--- config.mk ---
export PLATFORM = sky130hd
export DESIGN_NAME = ecdsa_lh_wb_flat
export DESIGN_NICKNAME = d
export VERILOG_FILES = /design/src/rtl/ecdsa_lh_wb_if.sv /design/src/rtl/ecdsa_lh_wb.sv /design/src/flat_wrapper.sv
export SDC_FILE = /design/constraint.sdc
export NUM_CORES = 2
export LEC_CHECK = 0
export CAP_MARGIN = 40
export CORE_MARGIN = 2
export CORE_UTILIZATION = 41
export CTS_BUF_LIST = sky130_fd_sc_hd__clkbuf_4 sky130_fd_sc_hd__clkbuf_8 sky130_fd_sc_hd__clkbuf_16
export CTS_CLUSTER_DIAMETER = 40
export DETAILED_ROUTE_END_ITERATION = 12
export MAX_ROUTING_LAYER = met4
export PLACE_DENSITY = 0.64
export SKIP_LAST_GASP = 1
export SLEW_MARGIN = 25
export SYNTH_ARGS = -nofsm -noshare
export SYNTH_HDL_FRONTEND = slang
export SYNTH_SLANG_ARGS = --single-unit
--- constraint.sdc ---
create_clock -name clk -period 3.2 [get_ports clk]
set_clock_uncertainty 0.2 [all_clocks]
set_input_delay 0.32 -clock clk [delete_from_list [all_inputs] [get_ports clk]]
set_output_delay 0.32 -clock clk [all_outputs]
set_load 0.02 [all_outputs]
--- src/rtl/ecdsa_lh_wb_if.sv ---
// ecdsa_lh_wb_if: header/hash stream from the logic-hash stage, verdict
// strobe from the ECDSA core and the write-back port into the logic-hash
// tables. The slave modport is the write-back block; the master modport is
// whatever drives the stream and consumes the write-back.
interface ecdsa_lh_wb_if #(
  parameter int FID_NBITS        = 12,
  parameter int LOGIC_HASH_NBITS = 256,
  parameter int SERIAL_NUM_NBITS = 32,
  parameter int PPL_NBITS        = 8,
  parameter int DATA_NBITS       = 128
);
  logic                        lh_ecdsa_valid;
  logic                        lh_ecdsa_sop;
  logic                        lh_ecdsa_eop;
  logic [DATA_NBITS-1:0]       lh_ecdsa_hdr_data;
  logic [FID_NBITS-1:0]        lh_ecdsa_fid;
  logic                        lh_ecdsa_hash_valid;
  logic [LOGIC_HASH_NBITS-1:0] lh_ecdsa_hash_data;
  logic                        ecdsa_lh_ready;
  logic                        ecdsa_verify_valid;
  logic                        ecdsa_verify_pass;
  logic                        ecdsa_lh_wr;
  logic [FID_NBITS-1:0]        ecdsa_lh_waddr;
  logic [LOGIC_HASH_NBITS-1:0] ecdsa_lh_wdata;
  logic [SERIAL_NUM_NBITS-1:0] ecdsa_lh_sn_wdata;
  logic [PPL_NBITS-1:0]        ecdsa_lh_ppl_wdata;

  modport master (
    output lh_ecdsa_valid, lh_ecdsa_sop, lh_ecdsa_eop, lh_ecdsa_hdr_data,
           lh_ecdsa_fid, lh_ecdsa_hash_valid, lh_ecdsa_hash_data,
           ecdsa_verify_valid, ecdsa_verify_pass,
    input  ecdsa_lh_ready, ecdsa_lh_wr, ecdsa_lh_waddr, ecdsa_lh_wdata,
           ecdsa_lh_sn_wdata, ecdsa_lh_ppl_wdata
  );

  modport slave (
    input  lh_ecdsa_valid, lh_ecdsa_sop, lh_ecdsa_eop, lh_ecdsa_hdr_data,
           lh_ecdsa_fid, lh_ecdsa_hash_valid, lh_ecdsa_hash_data,
           ecdsa_verify_valid, ecdsa_verify_pass,
    output ecdsa_lh_ready, ecdsa_lh_wr, ecdsa_lh_waddr, ecdsa_lh_wdata,
           ecdsa_lh_sn_wdata, ecdsa_lh_ppl_wdata
  );
endinterface

--- src/rtl/ecdsa_lh_wb.sv ---
// ecdsa_lh_wb: captures {fid, hash, sn, ppl} from each type1 header packet,
// queues it in a small context FIFO, pairs it with the in-order ECDSA verdict
// and writes passing contexts back into the logic-hash tables.
// Optional build macro: ECDSA_LH_WB_STATS_EN (saturating pass/fail/orphan
// counters; without it the stat outputs are tied to zero).
//
// state  | meaning
// IDLE   | waiting for an SOP beat
// IN_PKT | SOP captured, waiting for the EOP beat to commit the context
module ecdsa_lh_wb #(
  parameter int FID_NBITS        = 12,
  parameter int LOGIC_HASH_NBITS = 256,
  parameter int SERIAL_NUM_NBITS = 32,
  parameter int PPL_NBITS        = 8,
  parameter int DATA_NBITS       = 128,
  parameter int SN_POS           = 95,
  parameter int PPL_POS          = 63,
  parameter int CTX_DEPTH        = 4
) (
  input  logic              clk,
  input  logic              rst_n,
  ecdsa_lh_wb_if.slave      lh,
  output logic              framing_err,
  output logic              overflow_err,
  output logic [15:0]       stat_pass_cnt,
  output logic [15:0]       stat_fail_cnt,
  output logic [15:0]       stat_orphan_cnt
);

  // CTX_DEPTH is a power of two >= 2, so pointers wrap by plain overflow.
  localparam int PTR_NBITS   = $clog2(CTX_DEPTH);
  localparam int CNT_NBITS   = $clog2(CTX_DEPTH) + 1;
  localparam int ENTRY_NBITS = FID_NBITS + LOGIC_HASH_NBITS + SERIAL_NUM_NBITS + PPL_NBITS;
  localparam logic [CNT_NBITS-1:0] DEPTH_C   = CNT_NBITS'(CTX_DEPTH);
  localparam logic [CNT_NBITS-1:0] READY_LIM = CNT_NBITS'(CTX_DEPTH - 1);

  typedef enum logic {IDLE, IN_PKT} state_e;

  state_e                      state_q, state_d;
  logic [FID_NBITS-1:0]        ctx_fid_q, ctx_fid_d;
  logic [LOGIC_HASH_NBITS-1:0] ctx_hash_q, ctx_hash_d;
  logic [SERIAL_NUM_NBITS-1:0] ctx_sn_q, ctx_sn_d;
  logic [PPL_NBITS-1:0]        ctx_ppl_q, ctx_ppl_d;

  logic [ENTRY_NBITS-1:0]      fifo_mem_q [CTX_DEPTH];
  logic [ENTRY_NBITS-1:0]      fifo_mem_d [CTX_DEPTH];
  logic [PTR_NBITS-1:0]        wr_ptr_q, wr_ptr_d;
  logic [PTR_NBITS-1:0]        rd_ptr_q, rd_ptr_d;
  logic [CNT_NBITS-1:0]        count_q, count_d;

  logic                        ready_q, ready_d;
  logic                        wr_q, wr_d;
  logic [FID_NBITS-1:0]        waddr_q, waddr_d;
  logic [LOGIC_HASH_NBITS-1:0] wdata_q, wdata_d;
  logic [SERIAL_NUM_NBITS-1:0] sn_q, sn_d;
  logic [PPL_NBITS-1:0]        ppl_q, ppl_d;
  logic                        framing_q, framing_d;
  logic                        overflow_q, overflow_d;

  logic [FID_NBITS-1:0]        cap_fid;
  logic [LOGIC_HASH_NBITS-1:0] cap_hash;
  logic [SERIAL_NUM_NBITS-1:0] cap_sn;
  logic [PPL_NBITS-1:0]        cap_ppl;
  logic                        commit;
  logic [ENTRY_NBITS-1:0]      commit_entry;
  logic [ENTRY_NBITS-1:0]      head_entry;
  logic                        push;
  logic                        pop;
  logic                        unused_hdr_bits;

  // A hash only belongs to this packet when it arrives with the SOP beat;
  // capture is only ever taken on SOP, so the strobe alone decides pairing.
  assign cap_fid  = lh.lh_ecdsa_fid;
  assign cap_hash = lh.lh_ecdsa_hash_valid ? lh.lh_ecdsa_hash_data : '0;
  assign cap_sn   = lh.lh_ecdsa_hdr_data[SN_POS -: SERIAL_NUM_NBITS];
  assign cap_ppl  = lh.lh_ecdsa_hdr_data[PPL_POS -: PPL_NBITS];
  assign unused_hdr_bits = ^lh.lh_ecdsa_hdr_data;

  // Capture FSM: latch context on SOP, commit on EOP, flag broken framing.
  always_comb begin
    state_d      = state_q;
    ctx_fid_d    = ctx_fid_q;
    ctx_hash_d   = ctx_hash_q;
    ctx_sn_d     = ctx_sn_q;
    ctx_ppl_d    = ctx_ppl_q;
    commit       = 1'b0;
    commit_entry = {ctx_fid_q, ctx_hash_q, ctx_sn_q, ctx_ppl_q};
    framing_d    = 1'b0;
    if (lh.lh_ecdsa_valid) begin
      if (lh.lh_ecdsa_sop) begin
        // An SOP inside a packet abandons the held context and restarts.
        framing_d  = (state_q == IN_PKT);
        ctx_fid_d  = cap_fid;
        ctx_hash_d = cap_hash;
        ctx_sn_d   = cap_sn;
        ctx_ppl_d  = cap_ppl;
        if (lh.lh_ecdsa_eop) begin
          commit       = 1'b1;
          commit_entry = {cap_fid, cap_hash, cap_sn, cap_ppl};
          state_d      = IDLE;
        end else begin
          state_d = IN_PKT;
        end
      end else if (state_q == IDLE) begin
        framing_d = 1'b1;
      end else if (lh.lh_ecdsa_eop) begin
        commit  = 1'b1;
        state_d = IDLE;
      end
    end
  end

  // A full FIFO still accepts a commit when the head leaves in the same cycle.
  assign head_entry = fifo_mem_q[rd_ptr_q];
  assign pop        = lh.ecdsa_verify_valid && (count_q != '0);
  assign push       = commit && ((count_q != DEPTH_C) || pop);

  // Context FIFO bookkeeping, overflow flag and registered ready.
  always_comb begin
    fifo_mem_d = fifo_mem_q;
    wr_ptr_d   = wr_ptr_q;
    rd_ptr_d   = rd_ptr_q;
    count_d    = count_q;
    overflow_d = overflow_q;
    if (push) begin
      fifo_mem_d[wr_ptr_q] = commit_entry;
      wr_ptr_d             = wr_ptr_q + PTR_NBITS'(1);
    end
    if (pop) begin
      rd_ptr_d = rd_ptr_q + PTR_NBITS'(1);
    end
    if (push && !pop) begin
      count_d = count_q + CNT_NBITS'(1);
    end else if (pop && !push) begin
      count_d = count_q - CNT_NBITS'(1);
    end
    if (commit && !push) begin
      overflow_d = 1'b1;
    end
    // One slot stays spare for a packet whose SOP is already in flight.
    ready_d = (count_d < READY_LIM);
  end

  // Write-back port: one-cycle strobe, data held between strobes.
  always_comb begin
    wr_d    = pop && lh.ecdsa_verify_pass;
    waddr_d = waddr_q;
    wdata_d = wdata_q;
    sn_d    = sn_q;
    ppl_d   = ppl_q;
    if (wr_d) begin
      {waddr_d, wdata_d, sn_d, ppl_d} = head_entry;
    end
  end

  // State, context, FIFO and output registers.
  always_ff @(posedge clk or negedge rst_n) begin
    if (!rst_n) begin
      state_q    <= IDLE;
      ctx_fid_q  <= '0;
      ctx_hash_q <= '0;
      ctx_sn_q   <= '0;
      ctx_ppl_q  <= '0;
      for (int i = 0; i < CTX_DEPTH; i++) begin
        fifo_mem_q[i] <= '0;
      end
      wr_ptr_q   <= '0;
      rd_ptr_q   <= '0;
      count_q    <= '0;
      ready_q    <= 1'b0;
      wr_q       <= 1'b0;
      waddr_q    <= '0;
      wdata_q    <= '0;
      sn_q       <= '0;
      ppl_q      <= '0;
      framing_q  <= 1'b0;
      overflow_q <= 1'b0;
    end else begin
      state_q    <= state_d;
      ctx_fid_q  <= ctx_fid_d;
      ctx_hash_q <= ctx_hash_d;
      ctx_sn_q   <= ctx_sn_d;
      ctx_ppl_q  <= ctx_ppl_d;
      fifo_mem_q <= fifo_mem_d;
      wr_ptr_q   <= wr_ptr_d;
      rd_ptr_q   <= rd_ptr_d;
      count_q    <= count_d;
      ready_q    <= ready_d;
      wr_q       <= wr_d;
      waddr_q    <= waddr_d;
      wdata_q    <= wdata_d;
      sn_q       <= sn_d;
      ppl_q      <= ppl_d;
      framing_q  <= framing_d;
      overflow_q <= overflow_d;
    end
  end

`ifdef ECDSA_LH_WB_STATS_EN
  logic [15:0] pass_cnt_q, pass_cnt_d;
  logic [15:0] fail_cnt_q, fail_cnt_d;
  logic [15:0] orphan_cnt_q, orphan_cnt_d;

  // Saturating statistics, updated on the verdict cycle.
  always_comb begin
    pass_cnt_d   = pass_cnt_q;
    fail_cnt_d   = fail_cnt_q;
    orphan_cnt_d = orphan_cnt_q;
    if (pop && lh.ecdsa_verify_pass && (pass_cnt_q != 16'hFFFF)) begin
      pass_cnt_d = pass_cnt_q + 16'd1;
    end
    if (pop && !lh.ecdsa_verify_pass && (fail_cnt_q != 16'hFFFF)) begin
      fail_cnt_d = fail_cnt_q + 16'd1;
    end
    if (lh.ecdsa_verify_valid && !pop && (orphan_cnt_q != 16'hFFFF)) begin
      orphan_cnt_d = orphan_cnt_q + 16'd1;
    end
  end

  // Statistics registers.
  always_ff @(posedge clk or negedge rst_n) begin
    if (!rst_n) begin
      pass_cnt_q   <= '0;
      fail_cnt_q   <= '0;
      orphan_cnt_q <= '0;
    end else begin
      pass_cnt_q   <= pass_cnt_d;
      fail_cnt_q   <= fail_cnt_d;
      orphan_cnt_q <= orphan_cnt_d;
    end
  end

  assign stat_pass_cnt   = pass_cnt_q;
  assign stat_fail_cnt   = fail_cnt_q;
  assign stat_orphan_cnt = orphan_cnt_q;
`else
  assign stat_pass_cnt   = 16'h0;
  assign stat_fail_cnt   = 16'h0;
  assign stat_orphan_cnt = 16'h0;
`endif

  assign lh.ecdsa_lh_ready     = ready_q;
  assign lh.ecdsa_lh_wr        = wr_q;
  assign lh.ecdsa_lh_waddr     = waddr_q;
  assign lh.ecdsa_lh_wdata     = wdata_q;
  assign lh.ecdsa_lh_sn_wdata  = sn_q;
  assign lh.ecdsa_lh_ppl_wdata = ppl_q;
  assign framing_err           = framing_q;
  assign overflow_err          = overflow_q;

endmodule

--- src/flat_wrapper.sv ---
// flat-port wrapper written by rule: the top's interface ports become plain ports
module ecdsa_lh_wb_flat 
#(
  parameter int FID_NBITS        = 12,
  parameter int LOGIC_HASH_NBITS = 256,
  parameter int SERIAL_NUM_NBITS = 32,
  parameter int PPL_NBITS        = 8,
  parameter int DATA_NBITS       = 128,
  parameter int SN_POS           = 95,
  parameter int PPL_POS          = 63,
  parameter int CTX_DEPTH        = 4
)
  (clk, rst_n, framing_err, overflow_err, stat_pass_cnt, stat_fail_cnt, stat_orphan_cnt, lh_lh_ecdsa_valid, lh_lh_ecdsa_sop, lh_lh_ecdsa_eop, lh_lh_ecdsa_hdr_data, lh_lh_ecdsa_fid, lh_lh_ecdsa_hash_valid, lh_lh_ecdsa_hash_data, lh_ecdsa_verify_valid, lh_ecdsa_verify_pass, lh_ecdsa_lh_ready, lh_ecdsa_lh_wr, lh_ecdsa_lh_waddr, lh_ecdsa_lh_wdata, lh_ecdsa_lh_sn_wdata, lh_ecdsa_lh_ppl_wdata);
  ecdsa_lh_wb_if #(.FID_NBITS(FID_NBITS), .LOGIC_HASH_NBITS(LOGIC_HASH_NBITS), .SERIAL_NUM_NBITS(SERIAL_NUM_NBITS), .PPL_NBITS(PPL_NBITS), .DATA_NBITS(DATA_NBITS)) lh_i ();
  input  logic clk;
  input  logic rst_n;
  output logic framing_err;
  output logic overflow_err;
  output logic [15:0] stat_pass_cnt;
  output logic [15:0] stat_fail_cnt;
  output logic [15:0] stat_orphan_cnt;
  input wire logic [$bits(lh_i.lh_ecdsa_valid)-1:0] lh_lh_ecdsa_valid;
  input wire logic [$bits(lh_i.lh_ecdsa_sop)-1:0] lh_lh_ecdsa_sop;
  input wire logic [$bits(lh_i.lh_ecdsa_eop)-1:0] lh_lh_ecdsa_eop;
  input wire logic [$bits(lh_i.lh_ecdsa_hdr_data)-1:0] lh_lh_ecdsa_hdr_data;
  input wire logic [$bits(lh_i.lh_ecdsa_fid)-1:0] lh_lh_ecdsa_fid;
  input wire logic [$bits(lh_i.lh_ecdsa_hash_valid)-1:0] lh_lh_ecdsa_hash_valid;
  input wire logic [$bits(lh_i.lh_ecdsa_hash_data)-1:0] lh_lh_ecdsa_hash_data;
  input wire logic [$bits(lh_i.ecdsa_verify_valid)-1:0] lh_ecdsa_verify_valid;
  input wire logic [$bits(lh_i.ecdsa_verify_pass)-1:0] lh_ecdsa_verify_pass;
  output wire logic [$bits(lh_i.ecdsa_lh_ready)-1:0] lh_ecdsa_lh_ready;
  output wire logic [$bits(lh_i.ecdsa_lh_wr)-1:0] lh_ecdsa_lh_wr;
  output wire logic [$bits(lh_i.ecdsa_lh_waddr)-1:0] lh_ecdsa_lh_waddr;
  output wire logic [$bits(lh_i.ecdsa_lh_wdata)-1:0] lh_ecdsa_lh_wdata;
  output wire logic [$bits(lh_i.ecdsa_lh_sn_wdata)-1:0] lh_ecdsa_lh_sn_wdata;
  output wire logic [$bits(lh_i.ecdsa_lh_ppl_wdata)-1:0] lh_ecdsa_lh_ppl_wdata;
  assign lh_i.lh_ecdsa_valid = lh_lh_ecdsa_valid;
  assign lh_i.lh_ecdsa_sop = lh_lh_ecdsa_sop;
  assign lh_i.lh_ecdsa_eop = lh_lh_ecdsa_eop;
  assign lh_i.lh_ecdsa_hdr_data = lh_lh_ecdsa_hdr_data;
  assign lh_i.lh_ecdsa_fid = lh_lh_ecdsa_fid;
  assign lh_i.lh_ecdsa_hash_valid = lh_lh_ecdsa_hash_valid;
  assign lh_i.lh_ecdsa_hash_data = lh_lh_ecdsa_hash_data;
  assign lh_i.ecdsa_verify_valid = lh_ecdsa_verify_valid;
  assign lh_i.ecdsa_verify_pass = lh_ecdsa_verify_pass;
  assign lh_ecdsa_lh_ready = lh_i.ecdsa_lh_ready;
  assign lh_ecdsa_lh_wr = lh_i.ecdsa_lh_wr;
  assign lh_ecdsa_lh_waddr = lh_i.ecdsa_lh_waddr;
  assign lh_ecdsa_lh_wdata = lh_i.ecdsa_lh_wdata;
  assign lh_ecdsa_lh_sn_wdata = lh_i.ecdsa_lh_sn_wdata;
  assign lh_ecdsa_lh_ppl_wdata = lh_i.ecdsa_lh_ppl_wdata;
  ecdsa_lh_wb #(.FID_NBITS(FID_NBITS), .LOGIC_HASH_NBITS(LOGIC_HASH_NBITS), .SERIAL_NUM_NBITS(SERIAL_NUM_NBITS), .PPL_NBITS(PPL_NBITS), .DATA_NBITS(DATA_NBITS), .SN_POS(SN_POS), .PPL_POS(PPL_POS), .CTX_DEPTH(CTX_DEPTH)) u_core (.clk(clk), .rst_n(rst_n), .lh(lh_i), .framing_err(framing_err), .overflow_err(overflow_err), .stat_pass_cnt(stat_pass_cnt), .stat_fail_cnt(stat_fail_cnt), .stat_orphan_cnt(stat_orphan_cnt));
endmodule
# Word level (Yosys, flattened, before mapping)
# Index checks and enable logic that the tools add are counted.
# totals
regBits,1860
in_bits,404
output_inout_bits,360
word_cells,65
# classes
addsub,4
order_cmp,4
eq_ne,1
mux,22
bitwise,2
n_reduce_logical,12
# op_table
op,count
$mux W308,6
$bwmux W1232,1
$bmux W308 S2,1
$demux W308 S2,1
$mux W256,1
$mux W1,10
$logic_and A1 B1 Y1,7
$ge A3 B3 Y1 const B,2
$mux W3,2
$not A2 Y3,2
$add A2 B1 Y2 const B,2
$add A3 B1 Y3 const B,1
$lt A3 B1 Y1 const B,1
$lt A3 B2 Y1 const B,1
$ne A3 B3 Y1 const B,1
$reduce_bool A3 Y1,1
$sub A3 B1 Y3 const B,1
$logic_not A1 Y1,2
$reduce_and A2 Y1,1
$logic_or A1 B1 Y1,1

# Logic depth before layout (Yosys ltp)
# depth
depth_word,10
ltp_mapped,11
mapped_depth_nobuf,7

# Worst setup path after synthesis
# Ideal clock, no wire load.
# synth_path
path_type,register to register
from,reg u_core.count_q[1]
to,"reg u_core.wdata_q[216], in the netlist u_core.lh.ecdsa_lh_wdata[216]"
setup_ns,0.125
arrival_ns,1.989
required_time_ns,2.875
slack_ns,0.887
stages_incl_launch_ff,11
path_buffers,5
period_less_slack_ns,2.313
cell_sequence,dfrtp_1 inv_1 ha_1 buf_2 nand2b_1 and3_1 clkbuf_1 buf_2 buf_4 buf_4 mux2_2
# synth_between
elab_chain_cells,3
# synth_rtl
element,line_no,rtl
"start, declared",ecdsa_lh_wb.sv:49,"logic [CNT_NBITS-1:0] count_q, count_d;"
"start signal, assigned",ecdsa_lh_wb.sv:187,count_q <= count_d;
$reduce_bool A3 Y1,ecdsa_lh_wb.sv:115,assign pop = lh.ecdsa_verify_valid && (count_q != '0);
$logic_and A1 B1 Y1,ecdsa_lh_wb.sv:115,
$logic_and A1 B1 Y1,ecdsa_lh_wb.sv:146,wr_d = pop && lh.ecdsa_verify_pass;
named net u_core.wr_d,ecdsa_lh_wb.sv:52,"logic wr_q, wr_d;"
"end signal, assigned",ecdsa_lh_wb.sv:191,wdata_q <= wdata_d;
"end, declared",ecdsa_lh_wb.sv:54,"logic [LOGIC_HASH_NBITS-1:0] wdata_q, wdata_d;"
# The timed path passes the listed nets, and every way through them passes these cells.
# A chain may end at the register's enable or synchronous reset.

# Worst setup path in the final report
# layout_path
from,reg u_core.count_q[1]
to,"reg u_core.wdata_q[83], in the netlist u_core.lh.ecdsa_lh_wdata[83]"
# layout_between
elab_chain_cells,3
# layout_rtl
element,line_no
$reduce_bool A3 Y1,ecdsa_lh_wb.sv:115
$logic_and A1 B1 Y1,ecdsa_lh_wb.sv:115
$logic_and A1 B1 Y1,ecdsa_lh_wb.sv:146
# No other way between the ends.

==> results_tabular.tex <==
\begin{tabular}{lr}
\hline
Metric & Value \\
\hline
\multicolumn{2}{l}{\textbf{Floorplanning}} \\
\quad Die Area & about 190000 sq um \\
\quad Placeable Area & 187000 sq um \\
\quad Die width & about 440 um \\
\quad Starting density of the core & between 40\% and 50\% \\
\quad Number of rows in the core area & $\sim$160 \\
\quad Number of I/O pins & between 700 and 800 \\
\quad Die Span Y & around 440 um \\
\multicolumn{2}{l}{\textbf{Layout}} \\
\quad Relative area change from synthesis to final layout & 29.6\% \\
\quad Count of filler cells inserted in the layout & about 16000 \\
\quad Nets@finish & 8220 \\
\quad Ratio of cells with drive above 1 in the final layout & 16.9\% \\
\multicolumn{2}{l}{\textbf{Clock tree}} \\
\quad Worst skew pair latency & approximately 0.9 ns \\
\quad Buffer type at the clock tree root & clkbuf\_16 \\
\quad Buffer levels on the longest clock path & 4 \\
\quad CTS sink cnt & 1860 \\
\quad Post-CTS repair timing setup buffer count & 0 \\
\quad Depth of the CTS H-tree & 5 \\
\quad Clock tree from TritonCTS & built \\
\quad Cts bufs inserted & about 300 \\
\quad Post-CTS clock slew at the launch and capture registers of the worst setup and hold paths & about 0.060 ns \\
\multicolumn{2}{l}{\textbf{Setup path}} \\
\quad Series of cell instances along the critical path & inv\_1 > ha\_1 > nand2b\_1 > and3\_4 > buf\_12 > buf\_12 > mux2\_2 \\
\quad Most frequent CP cell & buf\_12 \\
\quad Critical Path End Type & flip-flop \\
\quad Maximum cell stage delay along the critical path & $\sim$0.41 ns \\
\quad Kind of start point of the critical path & flip-flop \\
\quad Data arrival time at the worst-slack endpoint & about 3.3 ns \\
\quad Crit path max fanout & just over 50 \\
\quad Critical path's slowest cell & dfrtp\_1 \\
\quad Type of the worst setup path & reg2reg \\
\quad Data required time of the critical path & 3.75 ns \\
\multicolumn{2}{l}{\textbf{Pwr}} \\
\quad Power spent charging and discharging nets & between 30 and 40 mW \\
\quad Clk pwr share & between 30\% and 40\% \\
\quad Power Density & about 1000 nW/um\^{}2 \\
\quad Comb power frac & 28.6\% \\
\quad Design Power & 98.0 mW \\
\quad Worst-case vdd ir drop & 0.698 mV \\
\quad Int Power & around 67 mW \\
\quad Switching part of the total power & 31.7\% \\
\quad Leakage Power & roughly 45 nW \\
\quad Share of total power in sequential cells & about two fifths \\
\multicolumn{2}{l}{\textbf{Detailed routing}} \\
\quad Routed WL & about 220000 um \\
\quad Drt drc & 0 \\
\quad Routed via count divided by cell count & 5.29 \\
\quad Number of search-and-repair iterations in the first detailed-routing pass & 6 \\
\quad Via count of the routed design & 55700 \\
\quad Post-detailed-route wirelength per cell & between 20 and 25 um \\
\quad Number of nets with antenna violations after routing & 0 \\
\quad Initial drt markers & 4054 \\
\multicolumn{2}{l}{\textbf{Placed design}} \\
\quad IO buf count & about 630 \\
\quad Post-placement setup slack & 0.266 ns \\
\quad Hpwl dp & approximately 140000 um \\
\quad Placer Congestion & 0.840 \\
\multicolumn{2}{l}{\textbf{Logic synthesis}} \\
\quad Total number of yosys warnings & 0 \\
\quad Synth Area in Compound Gates & between 10\% and 20\% \\
\quad Synthesized-area fraction occupied by xor and xnor cells & less than 1\% \\
\quad Area share of fa/ha/maj cells after synthesis & less than 1\% \\
\quad Count of distinct cell types in the synthesized netlist & 37 \\
\quad Synthesized area per cell & between 10 and 15 sq um \\
\quad Proportion of register bits with asynchronous set or reset after synthesis & 100\% \\
\quad Number of enable flip-flop cells after synthesis & 0 \\
\quad Number of cells produced by synthesis & between 6000 and 7000 \\
\quad Synth Flop Type & dfrtp\_1 \\
\quad Main combinational cell family by area after synthesis & multiplexers \\
\quad Mux contribution to synthesized area & between 10\% and 20\% \\
\quad Area fraction in and, or, nand and nor cells after synthesis & about 11\% \\
\quad Post-synthesis sequential area ratio & 60.3\% \\
\quad Cell area after technology mapping & slightly below 80000 sq um \\
\quad Post-synthesis register bit count & roughly 1900 \\
\multicolumn{2}{l}{\textbf{Global route}} \\
\quad GR Util met3 & slightly below 4\% \\
\quad Largest net degree at the start of global routing & between 150 and 200 \\
\quad Busiest grt layer & met2 \\
\quad Met1 Use GR & a little under 30\% \\
\quad Number of global-route vias before repair & 57800 \\
\quad Overflow left after global routing & 0 \\
\quad Overall Global Routing Usage & 23.7\% \\
\quad Global routing met2 resource utilization & between 30\% and 40\% \\
\quad Number of antenna violations at the first check in global routing & 11 \\
\quad First-pass GRT wire length & roughly 340000 um \\
\multicolumn{2}{l}{\textbf{STA}} \\
\quad Worst max-slew margin expressed relative to the limit & a little under two fifths \\
\quad Number of hold-slack violations in the final timing report & 0 \\
\quad Final setup viols & 0 \\
\quad Min cycle time layout & 2.79 ns \\
\quad Sum Neg Setup Slack & 0 ns \\
\quad Slew Viols, Final & 0 \\
\quad Final hold slack & 0.109 ns \\
\quad RSZ-0062 raised after global routing & no \\
\quad Worst-margin pin slew & 0.947 ns \\
\quad Final WS setup & roughly 0.41 ns \\
\quad Fin crit share & between 80\% and 90\% \\
\quad Maximum operating frequency & between 300 and 400 MHz \\
\multicolumn{2}{l}{\textbf{Status}} \\
\quad Status & finished, final reports clean \\
\multicolumn{2}{l}{\textbf{Min path}} \\
\quad Class of the tightest hold or removal check & in2reg \\
\multicolumn{2}{l}{\textbf{Run}} \\
\quad Max Cap Viol & 0 \\
\hline
\end{tabular}
-- critical path: cells and delay by family (launching register included) --
kind          cells  cell delay (ns)
buf+inv           3             0.69
simple gates      2             0.51
flops             1             0.41
mux               1             0.39
fa+ha+maj         1             0.33
-- synth_stat cells, types with 91 or more instances --
cell type / n / share of area [%]
dfrtp_1: 1860 / 60
nand2_1: 1907 / 9.3
clkbuf_1: 319 / 1.6
mux2_2: 309 / 4.5
o21ai_1: 111 / 0.72
mux4_2: 308 / 9.0
a22oi_1: 167 / 1.6
nor2_1: 91 / 0.44
a21oi_1: 94 / 0.61
buf_2: 198 / 1.3
nand3_1: 168 / 1.1
o21ai_0: 1212 / 7.9
-- through the flow --
stage | area (sq um) | cells | util (%)
5_1_grt | 100000 | 10500 | 53.4
2_1_floorplan | 77400 | 6950 | -
3_3_place_gp | 86800 | 9693 | 46.3
6_report | 100000 | 10500 | 53.4
4_1_cts | 100000 | 10500 | 53.4
3_5_place_dp | 86800 | 9693 | 46.3
-- area by class of cell --
cell class	instances	area [sq um]	share of cell area (%)
flip-flops and latches	1860	46600	46.6
diodes	8	20.0	0.0200
clock buffers	352	8140	8.14
clock inverters	161	1840	1.84
inverters	5	18.8	0.0188
well taps	2495	3120	3.12
repair buffers	1146	12100	12.1
multi-input cells	4500	28200	28.2
-- flip-flops by register name (all words and copies together) (netlist names), 2 cells and up --
name and flops:
u_core.lh.ecdsa_lh_wdata 256, u_core.rd_ptr_q 2, u_core.wr_ptr_q 2, u_core.count_q 3
u_core.ctx_ppl_q 8, u_core.ctx_sn_q 32, u_core.ctx_fid_q 12, u_core.lh.ecdsa_lh_ppl_wdata 8
u_core.lh.ecdsa_lh_sn_wdata 32, u_core.fifo_mem_q 1232, u_core.ctx_hash_q 256, u_core.lh.ecdsa_lh_waddr 12
-- power by group through the flow --
stage	combinational (mW)	sequential (mW)	clock (mW)
3_3_place_gp	27.2	37.6	0
3_5_place_dp	27.9	38.2	0
2_1_floorplan	15.6	38.5	0
5_1_grt	30.7	38.9	33.8
6_report	28.0	37.9	32.1
4_1_cts	28.4	37.9	32.7
-- kinds of logic after synthesis --
logic type,count (synthesis)
and+or+nand+nor,2175
DFF,1860
AOI/OAI and AO/OA,1596
muxes,669
buffers and inverters,590
adders and majority gates,7
xor gates and xnor gates,5
other,1
-- cell usage in the layout (no fill, tap or decap), types with 28 or more instances in the layout --
cell type and count:
clkinvlp_4 30, o21ai_1 111, mux2i_1 52, clkbuf_16 302, nand3_1 167, conb_1 48
o21ai_0 1212, a21oi_1 94, buf_12 90, bufinv_16 28, dfrtp_1 1858, buf_4 116
nor2_1 91, inv_6 36, clkdlybuf4s50_1 625, nand2_1 1903, a22oi_1 167, clkbuf_8 33
clkinv_2 43, dlygate4sd3_1 312, mux4_2 308, mux2_2 309
-- timing repair --
action                                   CTS  global route
hold endpoints to repair                2510             0
resized for setup                          0             0
hold buffers                             313             0
endpoints found under the setup margin     0             0
-- per-layer routing --
layer | wire length, um | vias to the layer above
met4 | 13700 | 0
met1 | 88100 | 27900
met5 | 0 | -
met2 | 107000 | 1672
met3 | 10800 | 519
li1 | - | 25600
-- path summary, 6_finish.rpt --
| kind | cells after the start | to | slack, ns | from |
|---|---|---|---|---|
| max | 7 | u_core.lh.ecdsa_lh_wdata[83] | 0.41 | u_core.count_q[1] |
| min | 2 | u_core.state_q | 0.11 | lh_lh_ecdsa_valid |
| max reg2reg | 7 | u_core.lh.ecdsa_lh_wdata[83] | 0.41 | u_core.count_q[1] |
| min reg2reg | 2 | u_core.ctx_hash_q[31] | 0.26 | u_core.ctx_hash_q[31] |
| max in group asynchronous | 4 | u_core.fifo_mem_q[736] | 1.27 | rst_n |
| min in group asynchronous | 3 | u_core.lh.ecdsa_lh_wdata[106] | 0.51 | rst_n |
(Power assumes the default switching activity.)
